[config.mk]
export PLATFORM = sky130hd
export DESIGN_NAME = mac_operand_feeder
export DESIGN_NICKNAME = d
export VERILOG_FILES = /design/src/rtl/mac_pkg.sv /design/src/rtl/tap_shift_reg.sv /design/src/rtl/mac_operand_feeder.sv
export SDC_FILE = /design/constraint.sdc
export NUM_CORES = 1
export LEC_CHECK = 0
export CORE_UTILIZATION = 50
export CTS_BUF_LIST = sky130_fd_sc_hd__clkbuf_16
export DETAILED_ROUTE_END_ITERATION = 6
export GPL_TIMING_DRIVEN = 0
export PLACE_DENSITY = 0.85
export SYNTH_ARGS = -nofsm -noshare
export SYNTH_HDL_FRONTEND = slang
export SYNTH_SLANG_ARGS = --single-unit
[constraint.sdc]
create_clock -name clk_i -period 2 [get_ports clk_i]
set_input_delay 0.2 -clock clk_i [delete_from_list [all_inputs] [get_ports clk_i]]
set_output_delay 0.2 -clock clk_i [all_outputs]
set_load 0.05 [all_outputs]
[src/rtl/mac_pkg.sv]
// rtl/mac_pkg.sv - shared constants and types for the mac operand path
package mac_pkg;

    localparam int DATA_W = 8;
    localparam int TAPS   = 5;
    localparam int WIN_W  = TAPS * DATA_W;

    typedef enum logic [1:0] {
        ST_IDLE   = 2'd0,
        ST_FILL   = 2'd1,
        ST_STREAM = 2'd2,
        ST_DRAIN  = 2'd3
    } feeder_state_e;

    // Element 0 is tap 1 (newest sample / c1), element TAPS-1 is tap TAPS.
    typedef logic [TAPS-1:0][DATA_W-1:0] window_t;

endpackage

[src/rtl/tap_shift_reg.sv]
// rtl/tap_shift_reg.sv - DEPTH-deep WIDTH-bit shift register with shift-enable and clear
//
// Ports:
//   clk_i       clock
//   rst_i       synchronous active-high reset (clears all taps)
//   clr_i       synchronous clear, has priority over shift_en_i
//   shift_en_i  shift din_i into tap 1, older taps move one place up
//   din_i       new sample
//   taps_o      tap 1 at [WIDTH-1:0] .. tap DEPTH in the top WIDTH bits
module tap_shift_reg #(
    parameter int WIDTH = 8,
    parameter int DEPTH = 5
) (
    input  logic                   clk_i,
    input  logic                   rst_i,
    input  logic                   clr_i,
    input  logic                   shift_en_i,
    input  logic [WIDTH-1:0]       din_i,
    output logic [DEPTH*WIDTH-1:0] taps_o
);

    logic [DEPTH*WIDTH-1:0] taps_q;
    logic [DEPTH*WIDTH-1:0] taps_d;

    always_comb begin
        taps_d = taps_q;
        if (clr_i) begin
            taps_d = '0;
        end else if (shift_en_i) begin
            taps_d = {taps_q[(DEPTH-1)*WIDTH-1:0], din_i};
        end
    end

    always_ff @(posedge clk_i) begin
        if (rst_i) begin
            taps_q <= '0;
        end else begin
            taps_q <= taps_d;
        end
    end

    assign taps_o = taps_q;

endmodule

[src/rtl/mac_operand_feeder.sv]
// rtl/mac_operand_feeder.sv - builds sliding 5-sample operand windows plus coefficients for the mac datapath
//
// Ports:
//   clk_i, rst_i         clock, synchronous active-high reset
//   coef_we_i/addr/wdata coefficient write port (IDLE only, addr 0..TAPS-1)
//   start_i              begins a frame (IDLE only)
//   s_valid_i/s_ready_o/s_data_i/s_last_i   sample stream in
//   m_valid_o/m_ready_i/m_last_o            window handshake toward mac
//   a_bus_o              A1 (newest) at [7:0] .. A5 (oldest) at the top
//   c_bus_o              c1 at [7:0] .. c5 at the top
//   done_o               one-cycle pulse after the final window is taken
//   err_o                sticky short-frame flag, cleared by start
module mac_operand_feeder
    import mac_pkg::*;
(
    input  logic              clk_i,
    input  logic              rst_i,
    input  logic              coef_we_i,
    input  logic [2:0]        coef_addr_i,
    input  logic [DATA_W-1:0] coef_wdata_i,
    input  logic              start_i,
    input  logic              s_valid_i,
    output logic              s_ready_o,
    input  logic [DATA_W-1:0] s_data_i,
    input  logic              s_last_i,
    output logic              m_valid_o,
    input  logic              m_ready_i,
    output logic              m_last_o,
    output logic [WIN_W-1:0]  a_bus_o,
    output logic [WIN_W-1:0]  c_bus_o,
    output logic              done_o,
    output logic              err_o
);

    localparam logic [2:0] CNT_LAST = 3'(TAPS - 1);

    feeder_state_e state_q, state_d;
    logic [2:0]    count_q, count_d;
    logic          m_valid_q, m_valid_d;
    logic          m_last_q, m_last_d;
    logic          done_q, done_d;
    logic          err_q, err_d;
    window_t       coef_q;

    logic          s_ready;
    logic          accept;
    logic          handshake;
    logic          win_clr;

    // In STREAM the output register doubles as a one-entry skid: a new
    // sample may only land when the current window is gone or leaving.
    assign s_ready   = (state_q == ST_FILL) ||
                       ((state_q == ST_STREAM) && (!m_valid_q || m_ready_i));
    assign accept    = s_valid_i && s_ready;
    assign handshake = m_valid_q && m_ready_i;

    always_comb begin
        state_d   = state_q;
        count_d   = count_q;
        m_valid_d = m_valid_q;
        m_last_d  = m_last_q;
        err_d     = err_q;
        done_d    = 1'b0;
        win_clr   = 1'b0;

        case (state_q)
            ST_IDLE: begin
                if (start_i) begin
                    state_d = ST_FILL;
                    win_clr = 1'b1;
                    count_d = '0;
                    err_d   = 1'b0;
                end
            end

            ST_FILL: begin
                if (accept) begin
                    count_d = count_q + 3'd1;
                    if (count_q == CNT_LAST) begin
                        m_valid_d = 1'b1;
                        m_last_d  = s_last_i;
                        state_d   = s_last_i ? ST_DRAIN : ST_STREAM;
                    end else if (s_last_i) begin
                        // frame ended before a full window existed
                        err_d   = 1'b1;
                        state_d = ST_IDLE;
                    end
                end
            end

            ST_STREAM: begin
                if (accept) begin
                    m_valid_d = 1'b1;
                    if (s_last_i) begin
                        m_last_d = 1'b1;
                        state_d  = ST_DRAIN;
                    end
                end else if (handshake) begin
                    m_valid_d = 1'b0;
                end
            end

            ST_DRAIN: begin
                if (handshake) begin
                    m_valid_d = 1'b0;
                    m_last_d  = 1'b0;
                    done_d    = 1'b1;
                    state_d   = ST_IDLE;
                end
            end

            default: begin
                state_d = ST_IDLE;
            end
        endcase
    end

    always_ff @(posedge clk_i) begin
        if (rst_i) begin
            state_q   <= ST_IDLE;
            count_q   <= '0;
            m_valid_q <= 1'b0;
            m_last_q  <= 1'b0;
            done_q    <= 1'b0;
            err_q     <= 1'b0;
        end else begin
            state_q   <= state_d;
            count_q   <= count_d;
            m_valid_q <= m_valid_d;
            m_last_q  <= m_last_d;
            done_q    <= done_d;
            err_q     <= err_d;
        end
    end

    // Coefficients are frozen for the whole frame; writes only land in IDLE.
    always_ff @(posedge clk_i) begin
        if (rst_i) begin
            coef_q <= '0;
        end else if ((state_q == ST_IDLE) && coef_we_i && (coef_addr_i < 3'(TAPS))) begin
            coef_q[coef_addr_i] <= coef_wdata_i;
        end
    end

    tap_shift_reg #(
        .WIDTH (DATA_W),
        .DEPTH (TAPS)
    ) u_window (
        .clk_i      (clk_i),
        .rst_i      (rst_i),
        .clr_i      (win_clr),
        .shift_en_i (accept),
        .din_i      (s_data_i),
        .taps_o     (a_bus_o)
    );

    assign s_ready_o = s_ready;
    assign m_valid_o = m_valid_q;
    assign m_last_o  = m_last_q;
    assign c_bus_o   = coef_q;
    assign done_o    = done_q;
    assign err_o     = err_q;

endmodule

==> results.toml <==
[status]
outcome = "complete, no violations"

[clock_network]
cts_setup_buffers = 0
root_buffer = "clkbuf_16"
cts-htree-levels = 3
clock_sink_count = 89
clock_path_buffers = 2
cts_inserted_buffers = 9
cts_tree = "yes"
path_clk_slew_ns = 0.06
insertion_delay_ns = 0.33

[placed_design]
io_buffers = 109
dp_cells = 617
hpwl_um = 7240
globalplace.congestion = 0.911
placed_cell_area_mm2 = 0.00477

[power]
finalPower_mw = 3.79
clkPwrFrac_pct = 40.6
power_frac_seq_pct = 48.0
power.leakage_nw = 1.83
p_sw_mw = 1.01
swShare_pct = 26.6
p_int_mw = 2.78
peakVddDrop_mv = 0.488
p_per_area_mw_per_mm2 = 752
combPwrFrac_pct = 11.5

[synth]
synth_top_area_share_pct = 50.1
synthArstFlopShare_pct = 0
synth_ff_type = "dfxtp_1"
syn_area_mm2 = 0.00356
ys_ff_latch = 89
synth_top_area_cell = "dfxtp_1"
yosys-top-cells-count = "dfxtp_1 (89), a21oi_1 (52), nand3_1 (48), nand2_1 (42), nor2_1 (32)"
ys_seq_area_share_pct = 50.1
synth.area.top_cells = "dfxtp_1 (50%), a21oi_1 (7.3%), mux2i_1 (6.8%), nand3_1 (6.8%), nand2_1 (4.4%)"
syn_area_per_cell_um2 = 8.63
synth_fp_nets = 440
synthCells = 412
synth_most_common_cell = "dfxtp_1"
synth_warnings = 0
synth_edf_count = 0
synth.distinct_cells = 40

[layout]
num-fill-cells = 509
final_nets = 559
drive_gt1_share_pct = 6.90
antenna-diode-count = 0
fin_cells = 632
design_area_mm2 = 0.00504
fin_util_pct = 73.7
area_growth_pct = 41.7

[critical_path]
cp_max_fo = 15
reg2reg_slack_ns = 0.29
crit_arrival_ns = 1.64
cp-start-kind = "input pin"
reg2reg_from = "m_valid_o"
end_kind = "output pin"
ff2ff_path_depth = 6
startpoint = "m_ready_i"
crit_type = "input pin to output pin"
r2r_end = "u_window.taps_o[22]"
endpoint = "s_ready_o"
crit_required_ns = 1.80

[routing]
drcViolationCount = 0
wl_um = 10300
viasPerCell = 5.65
drtIter0Drc = 141
drtAntennaViolNets = 0
first_pass_iters = 5
routedWlPerCell_um = 16.3
vias = 3571

[timing]
worst_pin_slew_ns = 0.582
clock_skew_ns = 0.00612
rsz0062_at_grt = "false"
fin_setup_tns_ns = 0
finalSetupViolCount = 0
finalCritPeriodShare_pct = 92.2
fmax_ghz = 0.542
maxSlewViolCount = 0
hold_violations = 0
finalCriticalPeriod_ns = 1.84
max_slew_margin_pct = 61.1

[grt]
grt_pass1_wl_um = 16100
overflow = 0
grt_max_degree = 16
track_usage_pct = 27.9
grt_pass1_vias = 3349
antenna_found_initial = 0

[job]
cap_violations = 0

[die]
fp.coreArea_mm2 = 0.00683
die_area_mm2 = 0.00745
start_util_pct = 52.1
io_pins = 111
fp-row-count = 30
chipWidth_um = 86.3
die_h_um = 86.3

[min_path]
worstHoldPathType = "input pin to register"
## state kept, by name (all words and copies together), names as in the netlist, named ones only
signal / count
c_bus_o: 40
m_valid_o: 1
done_o: 1
m_last_o: 1
u_window.taps_o: 40
err_o: 1
state_q: 1
count_q: 3
## metrics by stage
stage / hold slack (ns) / setup slack (ns)
after global placement: 0.442 / -0.490
after CTS: 0.310 / 0.0411
final: 0.319 / 0.156
after global routing: 0.389 / 0.0912
after detailed placement: 0.448 / -0.493
after floorplan: 0.314 / 0.210
## power groups by stage
stage	combinational, mW	clock [mW]	sequential, mW
after global routing	0.460	1.63	1.82
final	0.434	1.54	1.82
after floorplan	0.178	0	1.93
after CTS	0.430	1.55	1.82
after global placement	0.421	0	1.85
after detailed placement	0.427	0	1.86
## layout make-up
cell class,count,area [µm²],share of cell area (%)
well taps,96,120,2.38
repair buffers,109,1090,21.6
clock buffers,9,225,4.47
flip-flops and latches,89,1780,35.4
inverters,6,22.5,0.447
plain buffers,31,136,2.71
clock inverters,7,47.5,0.944
multi-input cells,285,1610,32.0
## placed cells by master, fill, tap and decap left out, types with 2 or more instances in the layout
master	n
clkbuf_1	13
mux2i_1	24
clkbuf_16	9
clkdlybuf4s50_1	108
a21o_1	2
a32oi_1	8
inv_1	6
nand4b_1	2
and4_1	2
a21oi_1	52
buf_1	4
buf_4	2
o21ai_1	30
nor3_1	2
nor2_1	32
clkinvlp_4	3
a31oi_1	8
o21ai_0	5
a311oi_1	4
nand3_1	48
nand2b_1	4
ha_1	2
dfxtp_1	87
buf_2	13
dfxtp_2	2
nand2_1	42
## cells by family after synthesis
group                    Yosys count  synth area share [%]
AO/OA/AOI/OAI                    116                  18.6
multiplexers                      24                  6.76
buffers and inverters             38                  4.61
AND/OR/NAND/NOR                  141                  18.7
flip-flops                        89                  50.1
XOR/XNOR                           2                 0.493
adder cells (fa/ha/maj)            2                 0.704
## worst min path at each step
| stage | from | endpoint | slack, ns | depth (start not counted) |
|---|---|---|---|---|
| global placement | c_bus_o[4] | c_bus_o[4] | 0.44 | 2 |
| global route | s_valid_i | count_q[0] | 0.39 | 4 |
| finish | s_valid_i | count_q[0] | 0.32 | 4 |
| CTS | s_valid_i | count_q[0] | 0.31 | 4 |
| floorplan | m_ready_i | state_q[0] | 0.31 | 1 |
| detailed placement | c_bus_o[26] | c_bus_o[26] | 0.45 | 2 |
## worst max-delay path, stage by stage
cell             delay (ns)
clkdlybuf4s50_1        0.58
nor2b_2                0.10
o21a_2                 0.27
inv_2                  0.23
buf_4                  0.25
## per-layer routing
metal  vias to the layer above  track usage, %  share of wire (%)
met1                      1678            34.1                 41
li1                       1700               -                  -
met4                         0            12.4                2.6
met3                        22            5.05                7.5
met2                       171            48.1                 49
met5                         -            1.40                  0
## timing repair
item | in CTS | in global routing
gates cloned | 0 | 0
pin swaps | 0 | 0
gates resized for setup | 8 | 1
hold buffers | 0 | 0
setup endpoints to repair | 1 | 1
No activity file was read; power rests on OpenSTA's default activity.
